--- src/rtl/miner_pkg.sv ---
// rtl/miner_pkg.sv - shared types and constants for the miner control path
package miner_pkg;

    localparam int NONCE_W            = 32;
    localparam int SHA_BLOCK_CYCLES   = 66;
    localparam int BLOCKS_PER_ATTEMPT = 3;
    localparam int DEFAULT_ATTEMPT_CYCLES = SHA_BLOCK_CYCLES * BLOCKS_PER_ATTEMPT;

    typedef enum logic [2:0] {
        ST_IDLE,
        ST_RESTART,
        ST_RUN,
        ST_ADVANCE,
        ST_FOUND,
        ST_EXHAUSTED
    } seq_state_e;

endpackage

--- src/rtl/attempt_timer.sv ---
// rtl/attempt_timer.sv - loadable up-counter with clear and terminal-count flag
module attempt_timer #(
    parameter int W = 8
) (
    input  logic         clock,
    input  logic         reset,
    input  logic         clear,
    input  logic         load,
    input  logic [W-1:0] load_value,
    input  logic         enable,
    input  logic [W-1:0] terminal,
    output logic [W-1:0] count,
    output logic         done
);

    always_ff @(posedge clock or negedge reset) begin
        if (!reset) begin
            count <= '0;
        end else if (clear) begin
            count <= '0;
        end else if (load) begin
            count <= load_value;
        end else if (enable) begin
            count <= count + W'(1);
        end
    end

    assign done = (count == terminal);

endmodule

--- src/rtl/nonce_sequencer.sv ---
// rtl/nonce_sequencer.sv - sweeps a nonce range, one timed miner attempt per nonce
module nonce_sequencer
    import miner_pkg::*;
#(
    parameter int ATTEMPT_CYCLES = DEFAULT_ATTEMPT_CYCLES,
    parameter int RESTART_CYCLES = 2,
    parameter int COUNT_W        = 32
) (
    input  logic               clock,
    input  logic               reset,
    input  logic               start,
    input  logic               abort,
    input  logic [NONCE_W-1:0] nonce_first,
    input  logic [NONCE_W-1:0] nonce_last,
    input  logic               hash_success,
    output logic [NONCE_W-1:0] nonce,
    output logic               miner_restart,
    output logic               busy,
    output logic               found,
    output logic               exhausted,
    output logic [NONCE_W-1:0] found_nonce,
    output logic [COUNT_W-1:0] attempt_count
);

    localparam int TIMER_MAX = (ATTEMPT_CYCLES > RESTART_CYCLES) ? ATTEMPT_CYCLES : RESTART_CYCLES;
    localparam int TIMER_W   = $clog2(TIMER_MAX + 1);

    seq_state_e          state, state_next;
    logic [NONCE_W-1:0]  last_q, last_next;
    logic [NONCE_W-1:0]  nonce_next, found_nonce_next;
    logic [COUNT_W-1:0]  count_next, count_inc;
    logic                found_next, exhausted_next, restart_next, busy_next;
    logic                start_ok, timer_clear, timer_enable, timer_done;
    logic [TIMER_W-1:0]  timer_count, timer_terminal;

    // One timer serves both phases; its terminal value follows the current state.
    assign timer_enable   = (state == ST_RESTART) || (state == ST_RUN);
    assign timer_terminal = (state == ST_RESTART) ? TIMER_W'(RESTART_CYCLES - 1)
                                                  : TIMER_W'(ATTEMPT_CYCLES - 1);

    attempt_timer #(.W(TIMER_W)) u_timer (
        .clock      (clock),
        .reset      (reset),
        .clear      (timer_clear),
        .load       (1'b0),
        .load_value ('0),
        .enable     (timer_enable),
        .terminal   (timer_terminal),
        .count      (timer_count),
        .done       (timer_done)
    );

    always_comb begin
        state_next       = state;
        last_next        = last_q;
        nonce_next       = nonce;
        found_next       = found;
        exhausted_next   = exhausted;
        found_nonce_next = found_nonce;
        count_next       = attempt_count;
        timer_clear      = 1'b0;
        count_inc        = (attempt_count == '1) ? attempt_count : attempt_count + COUNT_W'(1);
        start_ok         = start && ((state == ST_IDLE) || (state == ST_FOUND) ||
                                     (state == ST_EXHAUSTED));

        if (abort) begin
            state_next = ST_IDLE;
        end else if (start_ok) begin
            last_next      = nonce_last;
            found_next     = 1'b0;
            exhausted_next = 1'b0;
            count_next     = '0;
            if (nonce_first > nonce_last) begin
                exhausted_next = 1'b1;
                state_next     = ST_EXHAUSTED;
            end else begin
                nonce_next  = nonce_first;
                timer_clear = 1'b1;
                state_next  = ST_RESTART;
            end
        end else begin
            case (state)
                ST_RESTART: begin
                    if (timer_done) begin
                        timer_clear = 1'b1;
                        state_next  = ST_RUN;
                    end
                end
                ST_RUN: begin
                    // Success wins over a coincident window end.
                    if (hash_success) begin
                        found_next       = 1'b1;
                        found_nonce_next = nonce;
                        count_next       = count_inc;
                        state_next       = ST_FOUND;
                    end else if (timer_done) begin
                        count_next = count_inc;
                        state_next = ST_ADVANCE;
                    end
                end
                ST_ADVANCE: begin
                    if (nonce == last_q) begin
                        exhausted_next = 1'b1;
                        state_next     = ST_EXHAUSTED;
                    end else begin
                        nonce_next  = nonce + NONCE_W'(1);
                        timer_clear = 1'b1;
                        state_next  = ST_RESTART;
                    end
                end
                default: ;
            endcase
        end

        restart_next = (state_next == ST_RESTART);
        busy_next    = (state_next == ST_RESTART) || (state_next == ST_RUN);
    end

    always_ff @(posedge clock or negedge reset) begin
        if (!reset) begin
            state         <= ST_IDLE;
            last_q        <= '0;
            nonce         <= '0;
            found         <= 1'b0;
            exhausted     <= 1'b0;
            found_nonce   <= '0;
            attempt_count <= '0;
            miner_restart <= 1'b0;
            busy          <= 1'b0;
        end else begin
            state         <= state_next;
            last_q        <= last_next;
            nonce         <= nonce_next;
            found         <= found_next;
            exhausted     <= exhausted_next;
            found_nonce   <= found_nonce_next;
            attempt_count <= count_next;
            miner_restart <= restart_next;
            busy          <= busy_next;
        end
    end

endmodule

--- config.mk ---
export PLATFORM = sky130hd
export DESIGN_NAME = nonce_sequencer
export DESIGN_NICKNAME = d
export VERILOG_FILES = /design/src/rtl/miner_pkg.sv /design/src/rtl/attempt_timer.sv /design/src/rtl/nonce_sequencer.sv
export SDC_FILE = /design/constraint.sdc
export NUM_CORES = 1
export LEC_CHECK = 0
export CORE_MARGIN = 2
export CORE_UTILIZATION = 40
export DETAILED_ROUTE_END_ITERATION = 7
export PLACE_DENSITY = 0.75
export SLEW_MARGIN = 20
export SYNTH_ARGS = -nofsm -noshare
export SYNTH_HDL_FRONTEND = slang
export SYNTH_SLANG_ARGS = --single-unit
--- constraint.sdc ---
create_clock -name clock -period 3.25 [get_ports clock]
set_clock_uncertainty 0.05 [all_clocks]
set_input_delay 0.4875 -clock clock [delete_from_list [all_inputs] [get_ports clock]]
set_output_delay 0.4875 -clock clock [all_outputs]
set_load 0.01 [all_outputs]
==> flow_metrics.env <==
export IMPL_synth_top_family_by_area="simple AND/OR/NAND/NOR gates"
export IMPL_synth_adder_area_share_pct=5.616
export IMPL_ys_ff_latch=143
export IMPL_synth_compound_area_share_pct=15.12
export IMPL_antenna_found_initial=1
export IMPL_drt_pass1_iterations=5
export IMPL_avgSynthCellArea_sq_um=9.114
export IMPL_start_util_pct=40.94
export IMPL_cp_slowest_cell="nor2_1"
export IMPL_synth_edf_count=0
export IMPL_peakVddDrop_mv=0.4377
export IMPL_row_count=51
export IMPL_min_period_ns=3.062
export IMPL_clk_latency_ns=0.43
export IMPL_crit_arrival_ns=3.37
export IMPL_globalplace_congestion=0.9252
export IMPL_netlist_area_sq_um=8020
export IMPL_ys_async_sr_fraction_pct=100.0
export IMPL_rsz0062_at_grt="false"
export IMPL_layout_nets=1173
export IMPL_leakage_uw=0.004736
export IMPL_synthMuxAreaShare_pct=2.793
export IMPL_pre_cts_slack_ns=-0.1757
export IMPL_die_height_um=145.6
export IMPL_port_buffers=168
export IMPL_drc_errors=0
export IMPL_max_freq_mhz=326.6
export IMPL_grt_pass1_vias=7387
export IMPL_cts_clk_slew_worst_paths_ns=0.06
export IMPL_grt_pass1_wl_um=39620
export IMPL_io_pins=169
export IMPL_grt_usage_pct=23.53
export IMPL_required_ns=3.56
export IMPL_p_int_uw=4181
export IMPL_cts_made_buffers=17
export IMPL_cts_tree="built"
export IMPL_cts_max_level=4
export IMPL_grt_max_degree=103
export IMPL_dieArea_sq_um=21200
export IMPL_dp_hpwl_um=18010
export IMPL_via_per_inst=5.522
export IMPL_hold_path_class="input pin to async pin"
export IMPL_period_share_pct=94.21
export IMPL_layout_drive_gt1_share_pct=10.73
export IMPL_crit_path_end_kind="register"
export IMPL_postPlaceCellArea_sq_um=10240
export IMPL_setup_viol=0
export IMPL_fin_tns_setup_ns=0
export IMPL_critPathKind="input pin to register"
export IMPL_worst_pin_slew_ns=0.9563
export IMPL_finalHoldViolCount=0
export IMPL_status="completed"
export IMPL_final_common_cell="clkdlybuf4s50_1"
export IMPL_cts_sinks=143
export IMPL_ys_warn_count=0
export IMPL_crit_chain="clkdlybuf4s50_1 -> inv_1 -> ha_1 -> nand4_1 -> nor4_2 -> and3_1 -> o31a_1 -> nor4_4 -> nor2_1 -> o22a_1"
export IMPL_setup_slack_ns=0.1881
export IMPL_ys_types=58
export IMPL_num_vias=7438
export IMPL_first_iter_violations=558
export IMPL_ys_seq_area_share_pct=44.62
export IMPL_routedWlPerCell_um=18.20
export IMPL_combPwrFrac_pct=27.3
export IMPL_synth_xor_area_share_pct=7.207
export IMPL_reg2reg_slack_ns=0.34
export IMPL_holdBufCountCts=0
export IMPL_power_density_nw_per_um2=569.8
export IMPL_final_cell_mix="clkdlybuf4s50_1 (167), dfrtp_1 (143), nand2_1 (110)"
export IMPL_slew_headroom_pct=36.24
export IMPL_crit_path_start_kind="input pin"
export IMPL_pwr_share_clk_pct=33.5
export IMPL_synthFlopType="dfrtp_1"
export IMPL_drv_cap=0
export IMPL_cts_root_buffer="clkbuf_16"
export IMPL_core_area_sq_um=19590
export IMPL_critical_path_max_stage_delay_ns=0.64
export IMPL_drv_slew=0
export IMPL_clockBufferDepth=2
export IMPL_syn_inst=880
export IMPL_critPathMaxFanout=9
export IMPL_p_sw_share_pct=32.53
export IMPL_die_x_um=145.6
export IMPL_routed_wirelength_um=24510
export IMPL_power_frac_seq_pct=39.1
export IMPL_syn_nets=985
export IMPL_area_delta_synth_final_pct=35.62
export IMPL_antenna_left=0
export IMPL_grt_ovfl_total=0
export IMPL_p_sw_uw=2016
export IMPL_final_cell_area_sq_um=10880
export IMPL_synthSimpleGateAreaFrac_pct=19.42
==> Yosys cell counts, drive strengths merged (6+ instances only) <==
cell     number  area, sq um
nand3        24        120.1
a22oi        14        105.1
a2bb2oi       8        70.07
dfrtp       143         3578
a21oi        29        145.1
o22a          6        52.55
and4          6        55.05
nand4        21        146.4
inv          59        221.5
o21ai        92        460.4
nand2       111        416.7
o22ai        18        112.6
nor2         52        195.2
or3           8        51.30
buf          11        66.31
clkbuf       35        131.4
nand2b        6        37.54
nor4         21        161.4
and3          7        43.79
mux2         19        214.0
nor3         37        195.2
xnor2        31        271.5
ha           36        450.4
xor2         35        306.5
==> worst max-delay path: cells and delay by family <==
| family | cells | cell delay, ns |
|---|---|---|
| fa+ha+maj | 1 | 0.31 |
| compound gates | 2 | 0.50 |
| buf+inv | 2 | 0.50 |
| simple gates | 5 | 1.57 |
==> flip-flops by register name, indices dropped and copies added (netlist names) <==
signal,cells
u_timer.count,8
found_nonce,32
state,3
nonce,32
exhausted,1
found,1
busy,1
last_q,32
attempt_count,32
miner_restart,1
==> cell type report <==
cell class | instances | area, sq um
clock buffers | 18 | 439.2
flip-flops and latches | 143 | 3578
inverters | 59 | 221.5
diodes | 1 | 2.502
clock inverters | 14 | 188.9
multi-input cells | 632 | 4041
repair buffers | 215 | 2073
well taps | 265 | 331.6
fillers | 1702 | 8713
==> stage by stage <==
step	power (uW)	instances	hold WS (ns)	util [%]
after floorplan	3159	880	0.1419	-
after global placement	4090	1314	0.4168	52.27
after detailed placement	4114	1314	0.4301	52.27
after CTS	6213	1346	0.1906	55.48
after global routing	6493	1346	0.2150	55.51
final	6197	1347	0.1470	55.52
==> what timing repair did <==
| action | in CTS | in global routing |
|---|---|---|
| resized for setup | 0 | 1 |
| setup buffers | 0 | 0 |
| endpoints found under the setup margin | 0 | 1 |
==> worst paths after layout <==
path,endpoint,cells after the start,start
max,nonce[16],10,nonce_last[23]
min,attempt_count[7],1,reset
max reg2reg,nonce[16],8,nonce[0]
min reg2reg,found_nonce[9],2,found_nonce[9]
max in group asynchronous,last_q[24],2,reset
min in group clock,found_nonce[9],2,found_nonce[9]
==> power groups by stage <==
| stage | registers, uW | logic, uW | clock network [uW] |
|---|---|---|---|
| finish | 2420 | 1690 | 2080 |
| global route | 2460 | 1850 | 2180 |
| CTS | 2410 | 1690 | 2110 |
| detailed placement | 2440 | 1670 | 0 |
| global placement | 2440 | 1650 | 0 |
| floorplan | 2430 | 726 | 0 |
==> layer usage <==
metal  vias to the layer above  global-route usage [%]  routed length, um
li1                       3483                       -                  -
met1                      3558                   30.32              10260
met2                       352                   38.25              11490
met3                        45                   6.959               2254
met4                         0                   7.500                507
met5                         -                       0                  0
==> logic make-up after synthesis <==
group / Yosys count
flip-flops: 143
AO/OA/AOI/OAI: 199
buffers and inverters: 105
multiplexers: 20
AND/OR/NAND/NOR: 311
adder cells (fa/ha/maj): 36
XOR/XNOR: 66
No activity file was read; power rests on OpenSTA's default activity.
